$ cat src/rtl/sprite_pkg.sv
`default_nettype none
// ============================================================================
//  Module   : sprite_pkg
//  Purpose  : Shared encodings and defaults for the sprite motion engine.
//             Holds the vertical motion state encoding and the joystick
//             dead-zone thresholds used by the top level and by any other
//             block that decodes the PmodJSTK X axis.
//  Contents : mstate_e  - GROUND / RISE / FALL state encoding
//             JOY_LO_DEF, JOY_HI_DEF - dead-zone edges for a 10-bit axis
//             sat_add5  - saturating 5-bit velocity increment
//  Revision : 1.0  initial release
// ============================================================================
package sprite_pkg;

   typedef enum logic [1:0] {
      ST_GROUND = 2'd0,
      ST_RISE   = 2'd1,
      ST_FALL   = 2'd2
   } mstate_e;

   localparam int JOY_LO_DEF = 400;
   localparam int JOY_HI_DEF = 600;

   // Adds inc to val and clamps the result at cap; the sum is formed in
   // 6 bits so a velocity near 31 cannot wrap before the clamp is applied.
   function automatic logic [4:0] sat_add5(input logic [4:0] val,
                                          input logic [4:0] inc,
                                          input logic [4:0] cap);
      logic [5:0] sum;
      sum = {1'b0, val} + {1'b0, inc};
      if (sum > {1'b0, cap}) begin
         return cap;
      end
      return sum[4:0];
   endfunction

endpackage
`default_nettype wire

$ cat src/rtl/tick_edge_detect.sv
`default_nettype none
// ============================================================================
//  Module   : tick_edge_detect
//  Purpose  : Rising-edge detector for a button level, sampled only on
//             accepted update strobes. The previous level is remembered
//             only when en_i is high, so an edge is seen relative to the
//             last accepted tick rather than the last clock.
//  Ports    : clk     in  system clock
//             rst_n   in  asynchronous active-low reset
//             en_i    in  accepted update strobe (tick and not frozen)
//             btn_i   in  button level
//             edge_o  out button high now, low at the previous accepted tick
//  Revision : 1.0  initial release
// ============================================================================
module tick_edge_detect (
   input  logic clk,
   input  logic rst_n,
   input  logic en_i,
   input  logic btn_i,
   output logic edge_o
);

   logic prev_q;

   always_ff @(posedge clk or negedge rst_n) begin
      if (!rst_n) begin
         prev_q <= 1'b0;
      end else if (en_i) begin
         prev_q <= btn_i;
      end
   end

   // Combinational so the edge is usable on the same tick that samples it.
   assign edge_o = btn_i & ~prev_q;

endmodule
`default_nettype wire

$ cat src/rtl/sprite_motion_ctrl.sv
`default_nettype none
// ============================================================================
//  Module   : sprite_motion_ctrl
//  Purpose  : Joystick-driven sprite motion engine. Moves the sprite
//             horizontally from the joystick X axis and runs a simple
//             gravity jump model (variable height, optional multi-jump)
//             with screen clamping. State advances only on accepted ticks.
//  Ports    : clk            in   system clock
//             rst_n          in   asynchronous active-low reset
//             tick_i         in   1-cycle update strobe
//             freeze_i       in   hold all state, ignore ticks
//             jstk_x_i       in   joystick X, 0..1023
//             jump_btn_i     in   jump button level
//             pos_x_o        out  sprite left edge
//             pos_y_o        out  sprite top edge
//             vel_y_o        out  vertical speed magnitude
//             mstate_o       out  0 GROUND, 1 RISE, 2 FALL
//             facing_left_o  out  last horizontal direction was left
//             jumps_used_o   out  jumps since the last landing
//  Revision : 1.0  initial release
// ============================================================================
module sprite_motion_ctrl
   import sprite_pkg::*;
#(
   parameter int POS_W      = 10,
   parameter int SCREEN_W   = 640,
   parameter int IMG_W      = 160,
   parameter int GROUND_Y   = 360,
   parameter int X_STEP     = 3,
   parameter int JUMP_V     = 8,
   parameter int GRAVITY    = 1,
   parameter int MAX_FALL_V = 8,
   parameter int JOY_LO     = JOY_LO_DEF,
   parameter int JOY_HI     = JOY_HI_DEF,
   parameter int MAX_JUMPS  = 1
) (
   input  logic             clk,
   input  logic             rst_n,
   input  logic             tick_i,
   input  logic             freeze_i,
   input  logic [9:0]       jstk_x_i,
   input  logic             jump_btn_i,
   output logic [POS_W-1:0] pos_x_o,
   output logic [POS_W-1:0] pos_y_o,
   output logic [4:0]       vel_y_o,
   output logic [1:0]       mstate_o,
   output logic             facing_left_o,
   output logic [1:0]       jumps_used_o
);

   // ------------------------------------------------------------------
   // Sized constants
   // ------------------------------------------------------------------
   localparam logic [9:0]           JOY_LO_V  = 10'(JOY_LO);
   localparam logic [9:0]           JOY_HI_V  = 10'(JOY_HI);
   localparam logic [POS_W-1:0]     X_MAX_V   = POS_W'(SCREEN_W - IMG_W);
   localparam logic [POS_W-1:0]     X_STEP_V  = POS_W'(X_STEP);
   localparam logic [POS_W-1:0]     GROUND_V  = POS_W'(GROUND_Y);
   localparam logic signed [POS_W:0] GROUND_S = (POS_W+1)'(GROUND_Y);
   localparam logic [4:0]           JUMP_V_V  = 5'(JUMP_V);
   localparam logic [4:0]           GRAV_V    = 5'(GRAVITY);
   localparam logic [4:0]           MAXF_V    = 5'(MAX_FALL_V);
   localparam logic [1:0]           MAXJ_V    = 2'(MAX_JUMPS);

   // ------------------------------------------------------------------
   // Registered state
   // ------------------------------------------------------------------
   logic [POS_W-1:0] x_q, x_d;
   logic             facing_q, facing_d;
   logic [POS_W-1:0] y_q;
   logic [4:0]       vel_q;
   mstate_e          st_q;
   logic [1:0]       jumps_q;

   logic accept;
   logic jump_edge;

   assign accept = tick_i & ~freeze_i;

   tick_edge_detect u_jump_edge (
      .clk    (clk),
      .rst_n  (rst_n),
      .en_i   (accept),
      .btn_i  (jump_btn_i),
      .edge_o (jump_edge)
   );

   // ------------------------------------------------------------------
   // Horizontal datapath. Clamp tests compare distances to the limit so
   // the step never wraps the POS_W-bit position.
   // ------------------------------------------------------------------
   always_comb begin
      x_d      = x_q;
      facing_d = facing_q;
      if (jstk_x_i < JOY_LO_V) begin
         facing_d = 1'b1;
         if (x_q > X_STEP_V) begin
            x_d = x_q - X_STEP_V;
         end else begin
            x_d = '0;
         end
      end else if (jstk_x_i > JOY_HI_V) begin
         facing_d = 1'b0;
         if ((X_MAX_V - x_q) > X_STEP_V) begin
            x_d = x_q + X_STEP_V;
         end else begin
            x_d = X_MAX_V;
         end
      end
   end

   // ------------------------------------------------------------------
   // Vertical candidates, one extra sign bit to expose underflow at the
   // top of the screen and overshoot past the ground line.
   // ------------------------------------------------------------------
   logic signed [POS_W:0] y_s;
   logic signed [POS_W:0] y_up;
   logic signed [POS_W:0] y_dn;
   logic [4:0]            vel_rise;
   logic [4:0]            vel_fall;
   logic                  air_ok;

   always_comb begin
      y_s      = $signed({1'b0, y_q});
      y_up     = y_s - $signed({{(POS_W-4){1'b0}}, vel_q});
      vel_fall = sat_add5(vel_q, GRAV_V, MAXF_V);
      y_dn     = y_s + $signed({{(POS_W-4){1'b0}}, vel_fall});
      vel_rise = (vel_q > GRAV_V) ? (vel_q - GRAV_V) : 5'd0;
      air_ok   = jump_edge && (jumps_q < MAXJ_V);
   end

   // ------------------------------------------------------------------
   // Motion state machine and all registered outputs
   // ------------------------------------------------------------------
   always_ff @(posedge clk or negedge rst_n) begin
      if (!rst_n) begin
         x_q      <= '0;
         facing_q <= 1'b0;
         y_q      <= GROUND_V;
         vel_q    <= 5'd0;
         st_q     <= ST_GROUND;
         jumps_q  <= 2'd0;
      end else if (accept) begin
         x_q      <= x_d;
         facing_q <= facing_d;
         case (st_q)
            ST_GROUND: begin
               if (jump_edge) begin
                  st_q    <= ST_RISE;
                  vel_q   <= JUMP_V_V;
                  jumps_q <= 2'd1;
               end
            end
            ST_RISE: begin
               if (air_ok) begin
                  // A fresh jump restarts the rise; y is left for this tick.
                  vel_q   <= JUMP_V_V;
                  jumps_q <= jumps_q + 2'd1;
               end else if (!jump_btn_i) begin
                  // Early release cuts the jump short at the current height.
                  st_q  <= ST_FALL;
                  vel_q <= 5'd0;
               end else if (y_up[POS_W]) begin
                  y_q   <= '0;
                  vel_q <= 5'd0;
                  st_q  <= ST_FALL;
               end else begin
                  y_q   <= y_up[POS_W-1:0];
                  vel_q <= vel_rise;
                  if (vel_rise == 5'd0) begin
                     st_q <= ST_FALL;
                  end
               end
            end
            ST_FALL: begin
               // Landing is checked first so a jump edge on the landing
               // tick is dropped rather than launching from mid-air.
               if (y_dn >= GROUND_S) begin
                  y_q     <= GROUND_V;
                  vel_q   <= 5'd0;
                  jumps_q <= 2'd0;
                  st_q    <= ST_GROUND;
               end else if (air_ok) begin
                  st_q    <= ST_RISE;
                  vel_q   <= JUMP_V_V;
                  jumps_q <= jumps_q + 2'd1;
               end else begin
                  y_q   <= y_dn[POS_W-1:0];
                  vel_q <= vel_fall;
               end
            end
            default: begin
               st_q  <= ST_FALL;
               vel_q <= 5'd0;
            end
         endcase
      end
   end

   assign pos_x_o       = x_q;
   assign pos_y_o       = y_q;
   assign vel_y_o       = vel_q;
   assign mstate_o      = st_q;
   assign facing_left_o = facing_q;
   assign jumps_used_o  = jumps_q;

endmodule
`default_nettype wire

$ cat config.mk
export PLATFORM = sky130hd
export DESIGN_NAME = sprite_motion_ctrl
export DESIGN_NICKNAME = d
export VERILOG_FILES = /design/src/rtl/sprite_pkg.sv /design/src/rtl/tick_edge_detect.sv /design/src/rtl/sprite_motion_ctrl.sv
export SDC_FILE = /design/constraint.sdc
export NUM_CORES = 1
export LEC_CHECK = 0
export CORE_UTILIZATION = 50
export CTS_CLUSTER_DIAMETER = 50
export DETAILED_ROUTE_END_ITERATION = 6
export PLACE_DENSITY = 0.88
export RECOVER_POWER = 100
export SLEW_MARGIN = 20
export SYNTH_ARGS = -nofsm -noshare
export SYNTH_HDL_FRONTEND = slang
export SYNTH_SLANG_ARGS = --single-unit
$ cat constraint.sdc
create_clock -name clk -period 3.26 [get_ports clk]
set_input_delay 0.652 -clock clk [delete_from_list [all_inputs] [get_ports clk]]
set_output_delay 0.652 -clock clk [all_outputs]
set_load 0.01 [all_outputs]
==> qor.csv, run 1 <==
metric,value,unit
post-route ant nets,0,
hpwl dp,6.66,mm
final core occ,0.736,
Static Leak,1.69,nW
die area,0.00631,mm²
dpl ws,-0.160,ns
Crit. End Element,flip-flop,
vias in the first global route,3300,
Max Clock Skew,0.00486,ns
GRT Total Usage,0.307,
crit path launch type,flip-flop,
Synth Flop Type,dfrtp_1,
post-layout minimum cycle time,3.23,ns
CP arrival,3.41,ns
area of the mapped netlist,0.00300,mm²
status,"finished, final reports clean",
CTS Buf Count,5,
unrepaired setup endpoints after global routing,yes,
CTS tree,done,
Ports,45,
Max Fclk,310,MHz
Worst-Margin Slew,1.16,ns
Final Max Slew Viols,0,
die width,79.4,µm
most frequent cells in the layout,"buf_4, a21oi_1, inv_1",
Port Buffers,44,
PwrDens,1040,mW/mm²
Initial Utilization,0.531,
Hold Fails Final Rpt,0,
Crit path required time,3.44,ns
cell count after synthesis,377,
largest net degree at the start of global routing,18,
total number of vias,3542,
core area,0.00564,mm²
GRT overflow,0,
Synth cell types,72,
Hold Crit Class,flip-flop to flip-flop,
Pre-antenna DRT Iters,5,
relative slew slack,0.219,
"critical path fanouts, max",6,
Post-synth EDFFs,0,
post-synthesis sequential area ratio,0.260,
Max IR drop VDD,0.000555,V
WL final,10.1,mm
H-tree lvl count,2,
site row count,27,
CTS root buffer,clkbuf_8,
met2 wire length,4.86,mm
Synth-to-Final Area Change,38.4,%
nets@finish,495,
Via density,6.67,
max cap viols,0,
initial detailed-routing violation count,296,
met3 wire length,998,µm
WL/cell,19.0,µm
clk_lat worst skew,0.29,ns
"FFs w/ async S/R, synth",1.00,
Post-Syn Area per Cell,7.95,µm²
ant diodes,0,
"CTS clk-pin slew, worst paths",0.07,ns
DRC viols,0,
"most common cell after layout, fill and taps aside",buf_4,
"flops & latches, synth",31,
top routing layer in use,met4,
first-pass GRT wire length,15.5,mm
Clock Path Buffers,2,
critical path class,flip-flop to flip-flop,
fin crit share,0.991,
met1 wire length,3.83,mm
setup violators final,0,
syn_nets,414,
setup ws final,0.0308,ns
Synth Warn #,0,
Final GP Congestion,0.929,
clock tree sinks,31,
die height,79.4,µm
initial antenna violation count,0,
fraction of layout cells with a size suffix above 1,0.244,
[path summary, 6_finish.rpt]
check / startpoint / endpoint / slack (ns) / depth (start not counted)
max in group asynchronous: rst_n / pos_x_o[2] / 1.39 / 2
min in group asynchronous: rst_n / vel_y_o[2] / 0.96 / 1
hold reg to reg: facing_left_o / facing_left_o / 0.56 / 2
setup / recovery: vel_y_o[1] / mstate_o[1] / 0.03 / 15
setup reg to reg: vel_y_o[1] / mstate_o[1] / 0.03 / 15
hold / removal: facing_left_o / facing_left_o / 0.56 / 2
[layout make-up]
class                           count  area [µm²]
Timing Repair Buffer               87         778
Fill cell                         371        1490
Tap cell                           72        90.1
Sequential cell                    31         785
Clock buffer                        7        76.3
Multi-Input combinational cell    301        2290
Clock inverter                      1        5.00
Inverter                           32         130
[power breakdown]
part           switching [W]  internal [W]
Combinational        0.00169       0.00145
Clock               0.000165      0.000150
Sequential          0.000288      0.000552
Total                0.00215       0.00215
[flip-flops by register name, indices dropped and copies added (netlist names)]
register / cells
jumps_used_o: 2
vel_y_o: 5
pos_x_o: 10
mstate_o: 2
facing_left_o: 1
pos_y_o: 10
u_jump_edge.prev_q: 1
[metal layers]
| layer | track usage | up-vias |
|---|---|---|
| met5 | 0 | - |
| met4 | 0.124 | 0 |
| met3 | 0.0583 | 65 |
| met2 | 0.503 | 270 |
| met1 | 0.396 | 1639 |
| li1 | - | 1568 |
[worst max-delay path, stage by stage, from the launching register on]
cell and delay [ns]:
dfrtp_2 0.42, buf_6 0.14, inv_4 0.07, ha_4 0.21, nand2_4 0.07, inv_4 0.05
fa_2 0.41, a211oi_4 0.28, nor2_2 0.09, o31ai_2 0.07, a32oi_1 0.16, a311oi_4 0.39
buf_4 0.20, nor2_4 0.05, a21oi_2 0.20, mux2_4 0.32
[logic make-up after synthesis]
| logic type | after synthesis | synth area share |
|---|---|---|
| AOI/OAI and AO/OA | 136 | 0.307 |
| xor gates and xnor gates | 9 | 0.0263 |
| adders and majority gates | 22 | 0.0968 |
| buffers and inverters | 45 | 0.0626 |
| DFF | 31 | 0.260 |
| muxes | 10 | 0.0355 |
| other | 1 | 0.00125 |
| and+or+nand+nor | 123 | 0.210 |
[through the flow]
| stage | cell area [µm²] | TNS, ns | std cells | hold WS [ns] | total power (W) |
|---|---|---|---|---|---|
| after floorplan | 3030 | 0 | 377 | 0.356 | 0.00240 |
| after global placement | 3720 | 0 | 511 | 0.526 | 0.00328 |
| after detailed placement | 3720 | -1.30 | 511 | 0.532 | 0.00338 |
| after CTS | 3930 | 0 | 524 | 0.557 | 0.00389 |
| after global routing | 4150 | -0.572 | 531 | 0.594 | 0.00453 |
| final | 4150 | 0 | 531 | 0.556 | 0.00430 |
[synth_stat cells, drive strengths merged, types with 3 or more instances]
master	instances	area (µm²)
buf	6	41.3
or2	5	31.3
nor2	28	108
dfrtp	27	676
o2111ai	3	32.5
and3	5	36.3
ha	20	250
nand2b	4	25.0
a211oi	4	35.0
xor2	4	35.0
a21o	4	30.0
a31oi	4	25.0
a21oi	38	198
nor3b	4	35.0
mux2i	5	50.1
nor2b	6	37.5
clkbuf	7	26.3
dfstp	4	105
nand3	18	90.1
mux2	5	56.3
a221oi	7	67.6
o31ai	5	37.5
o22ai	5	31.3
inv	32	120
o21ai	38	198
xnor2	5	43.8
nor4	3	18.8
nand2	26	97.6
nor3	14	70.1
[timing repair]
action / in CTS / in global routing
endpoints found under the setup margin: 16 / 18
pin swaps: 8 / 26
hold buffers: 0 / 0
buffers inserted: 5 / 7
resized for setup: 17 / 41
(Power assumes the default switching activity.)
==> inputs of run 2 (changes only) <==
PLACE_DENSITY = 0.78   (was 0.88)
==> run 2 against run 1 <==
Net effect: the flow now finishes with violations (max-capacitance violations, max-slew violations); register-to-register slack lost 0.03 ns; cell count is the same; largest power group unchanged; highest routed layer unchanged; sequential power grew 2%; worst setup slack lost 0.029 ns; critical path type unchanged.
==> qor.csv, run 2 (synthesis results as in run 1) <==
metric,value,unit,change
status,finished with violations,,
failing checks,"max-capacitance violations, max-slew violations",,
Net Sw Frac,0.487,,-0.0123
post-layout minimum cycle time,3.26,ns,+0.0287 ns
first-pass GRT wire length,13.7,mm,-12%
Synth-to-Final Area Change,39.4,%,
fraction of layout cells with a size suffix above 1,0.244,,unchanged
Hold Fails Final Rpt,0,,unchanged
clk_lat worst skew,0.28,ns,about the same
GRT overflow,0,,unchanged
setup violators final,0,,unchanged
ant diodes,0,,unchanged
CP startpoint,vel_y_o[1],,
clock power share,0.070,,-0.003
Placed Cells incl. Taps,516,,+0.98%
total number of vias,3362,,-5.1%
critical path class,flip-flop to flip-flop,,
Crit. End Element,flip-flop,,
Pre-antenna DRT Iters,5,,unchanged
Critical Path Sink,pos_y_o[4],,
crit path launch type,flip-flop,,
CP arrival,3.43,ns,+0.02 ns
die area,0.00631,mm²,unchanged
Hold Crit Class,flip-flop to flip-flop,,
Final Max Slew Viols,32,,+32
Port Buffers,44,,unchanged
nets@finish,495,,unchanged
"most common cell after layout, fill and taps aside",clkdlybuf4s50_1,,
Final GP Congestion,0.959,,+3.2%
Max Fclk,307,MHz,-0.88%
CTS root buffer,clkbuf_8,,
clock tree sinks,31,,unchanged
Layout Cells excl Fill,531,,unchanged
vias in the first global route,2905,,-12%
H-tree lvl count,2,,unchanged
combinational group share of total power,0.730,,about the same
unrepaired setup endpoints after global routing,yes,,
GRT Total Usage,0.275,,-0.0325
fin crit share,0.999,,+0.00882
post-route ant nets,0,,unchanged
reg2reg end,pos_y_o[4],,
R2R cell count,14,,-1
CTS Hold Bufs,0,,unchanged
initial antenna violation count,0,,unchanged
site row count,27,,unchanged
most frequent cells in the layout,"clkdlybuf4s50_1, buf_4, a21oi_1",,
CTS tree,done,,
minimum hold slack,0.556,ns,-0.000415 ns
Ports,45,,unchanged
Worst R2R Setup Slack,0.002,ns,-0.03 ns
Via density,6.33,,-5.1%
largest net degree at the start of global routing,32,,+14
sequential power share,0.201,,+0.005
total negative slack,0,ns,unchanged
die width,79.4,µm,unchanged
Switch Pwr,0.00208,W,-3.3%
Max IR drop VDD,0.000715,V,+29%
"critical path fanouts, max",6,,unchanged
die height,79.4,µm,unchanged
"CTS clk-pin slew, worst paths",0.07,ns,about the same
WL/cell,17.3,µm,-8.9%
max cap viols,1,,+1
Crit path required time,3.43,ns,about the same
Static Leak,1.67,nW,-1.2%
WL final,9.19,mm,-8.9%
Max Clock Skew,0.00249,ns,-0.00238 ns
core area,0.00564,mm²,unchanged
Clock Path Buffers,2,,unchanged
Initial Utilization,0.531,,unchanged
PwrDens,1020,mW/mm²,-1.5%
CTS Buf Count,5,,unchanged
cell internal pwr,0.00218,W,+1.6%
relative slew slack,-0.172,,-0.392
DRC viols,0,,unchanged
final core occ,0.741,,+0.00488
R2R Path Start,vel_y_o[1],,
initial detailed-routing violation count,287,,-3.0%
Worst-Margin Slew,1.76,ns,+0.595 ns
hpwl dp,6.13,mm,-7.9%
-- run 2: cell count changes in the layout (fill, tap and decap cells not counted), sizes merged --
cell,before,now
clkdlybuf4s50,28,38
dlygate4sd3,16,6
buf,41,42
clkbuf,9,8
-- run 2: critical path: stages, from the launching register on --
cell and delay [ns]:
dfrtp_2 0.45, ha_4 0.19, xnor2_4 0.19, nor3_4 0.07
ha_4 0.35, buf_4 0.14, a21oi_1 0.06, nor2_1 0.17
a41o_1 0.23, nand3_1 0.15, a311oi_4 0.27, buf_4 0.18
o21ai_4 0.09, a21oi_4 0.24, mux2_2 0.37
-- run 2: final cells by class --
| cell class | count | area [µm²] |
|---|---|---|
| Clock inverter | 1 | 5.00 |
| Sequential cell | 31 | 783 |
| Multi-Input combinational cell | 301 | 2320 |
| Inverter | 32 | 123 |
| Fill cell | 384 | 1460 |
| Tap cell | 72 | 90.1 |
| Clock buffer | 7 | 76.3 |
| Timing Repair Buffer | 87 | 778 |
-- run 2: worst min path at each step --
stage	slack, ns	end	depth (start not counted)	from
floorplan	0.36	facing_left_o	0	rst_n
global placement	0.53	u_jump_edge.prev_q	1	u_jump_edge.prev_q
detailed placement	0.54	facing_left_o	2	facing_left_o
CTS	0.56	u_jump_edge.prev_q	1	u_jump_edge.prev_q
global route	0.58	facing_left_o	2	facing_left_o
finish	0.56	facing_left_o	2	facing_left_o
-- run 2: metrics by stage --
stage | total power, W | setup slack, ns | instance area [µm²]
2_1_floorplan | 0.00240 | 0.0151 | 3030
3_3_place_gp | 0.00332 | 0.0144 | 3760
3_5_place_dp | 0.00336 | -0.0716 | 3760
4_1_cts | 0.00374 | 0.0151 | 3880
5_1_grt | 0.00455 | -0.104 | 4180
6_report | 0.00426 | 0.00208 | 4180
-- run 2: per-layer routing --
metal | up-vias | GRT usage | wire [µm]
met5 | - | 0 | 0
met4 | 0 | 0.0800 | 174
met3 | 24 | 0.0400 | 682
met2 | 173 | 0.422 | 4350
met1 | 1608 | 0.398 | 3990
li1 | 1557 | - | -
-- run 2: power by group through the flow --
stage               logic [W]  registers, W  clock network, W
floorplan             0.00161      0.000790                 0
global placement      0.00251      0.000815                 0
detailed placement    0.00255      0.000816                 0
CTS                   0.00262      0.000814          0.000303
global route          0.00335      0.000883          0.000321
finish                0.00311      0.000855          0.000296
-- run 2: what timing repair did --
action / in CTS / in global routing
setup endpoints to repair: 9 / 17
pin swaps: 3 / 19
resized for setup: 4 / 50
buffers inserted: 1 / 7
